[config.mk]
export PLATFORM = sky130hd
export DESIGN_NAME = ddr_burst_sched
export DESIGN_NICKNAME = d
export VERILOG_FILES = /design/src/rtl/ddr_sched_pkg.sv /design/src/rtl/burst_ptr.sv /design/src/rtl/ddr_burst_sched.sv
export SDC_FILE = /design/constraint.sdc
export NUM_CORES = 1
export LEC_CHECK = 0
export CAP_MARGIN = 10
export CORE_MARGIN = 1.5
export CORE_UTILIZATION = 50
export DETAILED_ROUTE_END_ITERATION = 10
export DONT_BUFFER_PORTS = 1
export HOLD_SLACK_MARGIN = 0.12
export PLACE_DENSITY = 0.65
export SLEW_MARGIN = 40
export SYNTH_ARGS = -nofsm -noshare
export SYNTH_HDL_FRONTEND = slang
export SYNTH_SLANG_ARGS = --single-unit
[constraint.sdc]
create_clock -name clk -period 5.95 [get_ports clk]
set_input_delay 0.595 -clock clk [delete_from_list [all_inputs] [get_ports clk]]
set_output_delay 0.595 -clock clk [all_outputs]
set_load 0.02 [all_outputs]
[src/rtl/ddr_sched_pkg.sv]
// Shared types for the DDR burst scheduler: FSM states, direction encoding, channel indexing.
// Highest-set-bit encoder used to resolve multi-bit grants.
package ddr_sched_pkg;

   typedef enum logic [2:0] {
      ST_IDLE,
      ST_CMD,
      ST_WDATA,
      ST_RDATA,
      ST_DONE
   } state_t;

   localparam logic DIR_RD = 1'b0;
   localparam logic DIR_WR = 1'b1;

   localparam int CH_W   = 2;
   localparam int NUM_CH = 4;

   function automatic logic [CH_W-1:0] hi_idx(input logic [NUM_CH-1:0] grant);
      logic [CH_W-1:0] idx;
      idx = '0;
      for (int i = 0; i < NUM_CH; i++) begin
         if (grant[i]) idx = CH_W'(i);
      end
      return idx;
   endfunction

endpackage

[src/rtl/burst_ptr.sv]
// One per-channel, per-direction beat pointer: advances by one burst, wraps at frame end.
// Clear has priority over advance; updates take effect the cycle after the request.
module burst_ptr #(
   parameter int PTR_W       = 20,
   parameter int BURST_LEN   = 64,
   parameter int FRAME_BEATS = 2**20
) (
   input  logic             clk,
   input  logic             rst_n,
   input  logic             clr,
   input  logic             adv,
   output logic [PTR_W-1:0] ptr
);

   // One extra bit so a frame of exactly 2**PTR_W beats is still detectable.
   localparam logic [PTR_W:0] STEP  = (PTR_W+1)'(BURST_LEN);
   localparam logic [PTR_W:0] FRAME = (PTR_W+1)'(FRAME_BEATS);

   logic [PTR_W:0] sum;

   assign sum = {1'b0, ptr} + STEP;

   always_ff @(posedge clk or negedge rst_n) begin
      if (!rst_n) begin
         ptr <= '0;
      end else if (clr) begin
         ptr <= '0;
      end else if (adv) begin
         ptr <= (sum == FRAME) ? '0 : sum[PTR_W-1:0];
      end
   end

endmodule

[src/rtl/ddr_burst_sched.sv]
// Burst scheduler: latches an arbiter grant, issues one fixed-length command, steers beats to the winner.
// Command one cycle after grant, held until cmd_ready; beat enables follow DDR ready/valid combinationally.
module ddr_burst_sched
   import ddr_sched_pkg::*;
#(
   parameter int BURST_LEN   = 64,
   parameter int PTR_W       = 20,
   parameter int FRAME_BEATS = 2**20,
   parameter int LEN_W       = 8
) (
   input  logic                    clk,
   input  logic                    rst_n,
   input  logic [NUM_CH-1:0]       wr_grant,
   input  logic [NUM_CH-1:0]       rd_grant,
   input  logic [NUM_CH-1:0]       wr_frame_rst,
   input  logic [NUM_CH-1:0]       rd_frame_rst,
   output logic                    cmd_valid,
   input  logic                    cmd_ready,
   output logic                    cmd_wr,
   output logic [PTR_W+CH_W-1:0]   cmd_addr,
   output logic [LEN_W-1:0]        cmd_len,
   input  logic                    ddr_wr_ready,
   input  logic                    ddr_rd_valid,
   output logic [NUM_CH-1:0]       ch_wr_en,
   output logic [NUM_CH-1:0]       ch_rd_en,
   output logic [NUM_CH-1:0]       burst_done,
   output logic                    busy
);

   localparam int               CNT_W     = $clog2(BURST_LEN);
   localparam logic [CNT_W-1:0] LAST_BEAT = CNT_W'(BURST_LEN - 1);

   state_t            state;
   logic              last_dir;
   logic [NUM_CH-1:0] sel;
   logic [CNT_W-1:0]  beat_cnt;

   logic [PTR_W-1:0]  wr_ptr [NUM_CH];
   logic [PTR_W-1:0]  rd_ptr [NUM_CH];
   logic [NUM_CH-1:0] wr_adv;
   logic [NUM_CH-1:0] rd_adv;

   logic              any_grant;
   logic              pick_dir;
   logic [CH_W-1:0]   pick_ch;
   logic [PTR_W-1:0]  pick_ptr;
   logic              beat;

   // On contention serve the direction that did not go last.
   always_comb begin
      any_grant = (|wr_grant) | (|rd_grant);
      if ((|wr_grant) && (|rd_grant)) begin
         pick_dir = ~last_dir;
      end else begin
         pick_dir = (|wr_grant) ? DIR_WR : DIR_RD;
      end
      pick_ch  = hi_idx((pick_dir == DIR_WR) ? wr_grant : rd_grant);
      pick_ptr = (pick_dir == DIR_WR) ? wr_ptr[pick_ch] : rd_ptr[pick_ch];
   end

   assign beat = ((state == ST_WDATA) && ddr_wr_ready) ||
                 ((state == ST_RDATA) && ddr_rd_valid);

   assign ch_wr_en = (state == ST_WDATA) ? (sel & {NUM_CH{ddr_wr_ready}}) : '0;
   assign ch_rd_en = (state == ST_RDATA) ? (sel & {NUM_CH{ddr_rd_valid}}) : '0;

   assign wr_adv = ((state == ST_DONE) && (cmd_wr == DIR_WR)) ? sel : '0;
   assign rd_adv = ((state == ST_DONE) && (cmd_wr == DIR_RD)) ? sel : '0;

   for (genvar i = 0; i < NUM_CH; i++) begin : g_ptr
      burst_ptr #(
         .PTR_W       (PTR_W),
         .BURST_LEN   (BURST_LEN),
         .FRAME_BEATS (FRAME_BEATS)
      ) u_wr_ptr (
         .clk   (clk),
         .rst_n (rst_n),
         .clr   (wr_frame_rst[i]),
         .adv   (wr_adv[i]),
         .ptr   (wr_ptr[i])
      );

      burst_ptr #(
         .PTR_W       (PTR_W),
         .BURST_LEN   (BURST_LEN),
         .FRAME_BEATS (FRAME_BEATS)
      ) u_rd_ptr (
         .clk   (clk),
         .rst_n (rst_n),
         .clr   (rd_frame_rst[i]),
         .adv   (rd_adv[i]),
         .ptr   (rd_ptr[i])
      );
   end

   always_ff @(posedge clk or negedge rst_n) begin
      if (!rst_n) begin
         state      <= ST_IDLE;
         last_dir   <= DIR_RD;
         sel        <= '0;
         beat_cnt   <= '0;
         cmd_valid  <= 1'b0;
         cmd_wr     <= 1'b0;
         cmd_addr   <= '0;
         cmd_len    <= '0;
         burst_done <= '0;
         busy       <= 1'b0;
      end else begin
         case (state)
            ST_IDLE: begin
               if (any_grant) begin
                  sel       <= NUM_CH'(1) << pick_ch;
                  cmd_wr    <= pick_dir;
                  cmd_addr  <= {pick_ch, pick_ptr};
                  cmd_len   <= LEN_W'(BURST_LEN - 1);
                  cmd_valid <= 1'b1;
                  busy      <= 1'b1;
                  state     <= ST_CMD;
               end
            end
            ST_CMD: begin
               if (cmd_ready) begin
                  cmd_valid <= 1'b0;
                  beat_cnt  <= '0;
                  state     <= (cmd_wr == DIR_WR) ? ST_WDATA : ST_RDATA;
               end
            end
            ST_WDATA, ST_RDATA: begin
               if (beat) begin
                  beat_cnt <= beat_cnt + 1'b1;
                  if (beat_cnt == LAST_BEAT) begin
                     burst_done <= sel;
                     state      <= ST_DONE;
                  end
               end
            end
            ST_DONE: begin
               burst_done <= '0;
               last_dir   <= cmd_wr;
               busy       <= 1'b0;
               state      <= ST_IDLE;
            end
            default: begin
               state <= ST_IDLE;
            end
         endcase
      end
   end

endmodule

==> out/metrics.yaml <==
yosys:
  synth_edf_count: 0
  synth_ff_type: "dfrtp_1"
  synth_seq_cells: 150
  synth_cell_types: 74
  async_reset_ff_share_pct: 100
  synth.avg_cell_area_um2: 9.16
  syn-instance-count: 960
  syn_area_um2: 8800
  synth-seq-area-share_pct: 42.7
  synth_warnings: 0
global_routing:
  grt_pass1_vias: 6716
  grt_overflow: 0
  antenna_found_initial: 1
  grt_max_degree: 151
  grt_pass1_wl_um: 37100
  track_usage_pct: 26.2
setup_path:
  cp_slowest_stage_delay_ns: 0.48
  cp_top_family: "simple AND/OR/NAND/NOR gates"
  path_cells: "nand2b_1 -> nor3b_1 -> and2_1"
  reg2reg_slack_ns: 3.42
  worst-setup-path-type: "register to output port"
  crit_buf_inv: 0
  cp_data_required_time_ns: 5.36
  slowest_stage: "dfrtp_1"
  endpoint_kind: "output port"
  startpoint_type: "register"
  cp_max_fo: 10
  worstPathArrival_ns: 2.02
clock_tree:
  cts_resized: 0
  htreeDepth: 4
  cts_root_buffer: "clkbuf_16"
  cts_tree: "yes"
  cts.clk_slew.worst_paths_ns: 0.07
  clkLatencyLatePin_ns: 0.43
  cts.sinks: 150
  cts_buffers: 17
  clock_path_buffers: 2
cells_and_area:
  final_cells: 1173
  n_fill_cell: 1546
  finalNetCount: 972
  area_growth_syn_to_layout_pct: 8.92
  drive_above_1_share_pct: 6.44
sta:
  fin_crit_sh_pct: 43.9
  grt_setup_unrepaired: "false"
  setup_viol: 0
  tightest_slew_ns: 0.791
  hold_slack_ns: 0.158
  timing.slew.headroom_pct: 47.0
  fmax_mhz: 383
  min_period_ns: 2.61
  skew_ns: 0.00963
  setup-tns-final_ns: 0
  report.final.hold_viol_count: 0
  finalWorstSetupSlack_ns: 3.34
  slew_viol_final: 0
place:
  port_buffers: 0
  gp_congestion: 0.905
  dp_hpwl_um: 16500
  pre_cts_slack_ns: 3.42
  dp_cells: 1139
floorplanning:
  die_width_um: 136
  core_um2: 17200
  start_util_pct: 51.0
  die_y_um: 136
  die_area_um2: 18400
  io_pins: 66
  num_rows: 48
routing:
  vias: 7262
  remaining_drc_errors: 0
  dr.pass1.iters: 7
  vias_per_cell: 6.19
  dr.first_iter.drc_count: 936
  avgRoutedWirePerCell_um: 19.8
  routed_wirelength_um: 23200
  ant_nets: 0
hold_path:
  hold_path_class: "input pin to async pin"
run:
  maxCapViolations: 0
power:
  leakage_nw: 3.97
  cellPowerDensity_nw_per_um2: 309
  peakVddDrop_mv: 0.259
run_status:
  outcome: "complete, no violations"
==> cell usage after synthesis, types with 8 or more instances <==
library cell / instances / area (µm²)
a21boi_0: 8 / 60.1
a21oi_1: 36 / 180
a222oi_1: 9 / 90.1
a22o_1: 9 / 78.8
a31oi_1: 8 / 50.1
and2_1: 15 / 93.8
and3_1: 23 / 144
buf_2: 14 / 70.1
buf_4: 15 / 113
clkbuf_1: 27 / 101
dfrtp_1: 150 / 3750
ha_1: 17 / 213
inv_1: 27 / 101
mux2i_1: 24 / 240
nand2_1: 80 / 300
nand2b_1: 10 / 62.6
nand3_1: 58 / 290
nand4_1: 43 / 269
nor2_1: 99 / 372
nor3_1: 33 / 165
o211ai_1: 11 / 82.6
o21ai_0: 38 / 190
o22a_1: 9 / 78.8
or3_1: 23 / 144
xnor2_1: 43 / 377
xor2_1: 36 / 315
==> flip-flops by register name, indices dropped and copies added (netlist names) <==
register	cells
g_ptr.u_rd_ptr.ptr	56
last_dir	1
cmd_valid	1
g_ptr.u_wr_ptr.ptr	56
burst_done	4
cmd_addr	16
cmd_len	1
cmd_wr	1
state	3
sel	4
busy	1
beat_cnt	6
==> cells by family (layout without fill, tap and decap cells) <==
family                   Yosys count  count (layout)  share of synthesized area [%]
XOR/XNOR                          79              79                           7.87
flip-flops                       150             150                           42.7
AND/OR/NAND/NOR                  419             419                           24.3
multiplexers                      31              31                           3.63
AO/OA/AOI/OAI                    178             178                           14.6
other                              1               9                         0.0426
adder cells (fa/ha/maj)           17              17                           2.42
buffers and inverters             85              65                           4.47
==> layer usage <==
layer	share of wire (%)	track usage (%)	vias to the layer above	routed length [µm]
met5	0	0	-	0
met4	1.4	8.00	0	315
met3	6.9	5.57	21	1600
met2	46	40.1	255	10700
met1	46	37.1	3573	10600
li1	-	-	3413	-
==> report_power, final <==
group / leakage, nW / switching (mW) / total, mW / internal (mW)
logic: 1.61 / 0.322 / 0.494 / 0.172
clock network: 0.309 / 0.434 / 1.19 / 0.754
registers: 2.05 / 0.188 / 1.28 / 1.09
total: 3.97 / 0.944 / 2.96 / 2.02
==> area by class of cell <==
class	instances	area, µm²	area share, %
Antenna cell	1	2.50	0.0261
Clock buffer	19	443	4.62
Sequential cell	150	3750	39.2
Clock inverter	13	205	2.14
Inverter	28	105	1.10
Timing Repair Buffer	5	65.1	0.679
Tap cell	225	282	2.94
Multi-Input combinational cell	732	4720	49.3
==> worst paths after layout <==
path | cells past startpoint | end | start
setup / recovery | 3 | ch_wr_en[2] | state[2]
hold / removal | 1 | g_ptr[3].u_rd_ptr.ptr[11] | rst_n
setup reg to reg | 5 | cmd_addr[19] | state[2]
hold reg to reg | 2 | beat_cnt[1] | beat_cnt[1]
max in group asynchronous | 1 | g_ptr[2].u_wr_ptr.ptr[6] | rst_n
min in group clk | 1 | g_ptr[1].u_wr_ptr.ptr[14] | wr_frame_rst[1]
==> cell usage in the layout, fill, tap and decap left out, types with 4 or more instances in the layout <==
master	n
bufinv_16	5
a21boi_0	8
o21ai_0	37
nand2_1	80
mux2_2	7
and2_1	15
a21oi_1	36
inv_1	27
nor2_1	99
conb_1	8
a31oi_1	8
a222oi_1	9
nand3_1	58
nor4_1	4
and3_1	23
or3_1	23
dfrtp_1	149
nand4_1	43
nand2b_1	10
o22a_1	9
a21o_1	6
xor2_1	36
mux2i_1	24
and4_1	7
ha_1	17
clkbuf_16	17
xnor2_1	43
nor3_1	33
o211ai_1	11
a22o_1	9
o211a_1	5
nor3b_1	6
==> worst register-to-register path, stage by stage (launching register included) <==
cell and delay (ns):
dfrtp_1 0.48, nor3_2 0.58, o21ai_4 0.38, a22o_1 0.29, a31o_1 0.18, or4b_1 0.50
==> metrics by stage <==
step	power (mW)	utilization, %	instance area (µm²)
5_1_grt	3.09	55.6	9580
2_1_floorplan	1.64	-	8820
3_3_place_gp	1.74	51.4	8850
6_report	2.96	55.6	9580
4_1_cts	2.98	55.6	9580
3_5_place_dp	1.76	51.7	8900
==> timing repair <==
action / in CTS / in global routing
buffers inserted: 0 / 0
hold buffers: 1 / 0
hold endpoints to repair: 150 / 0
Note: power is estimated with default switching activity, not from simulation.
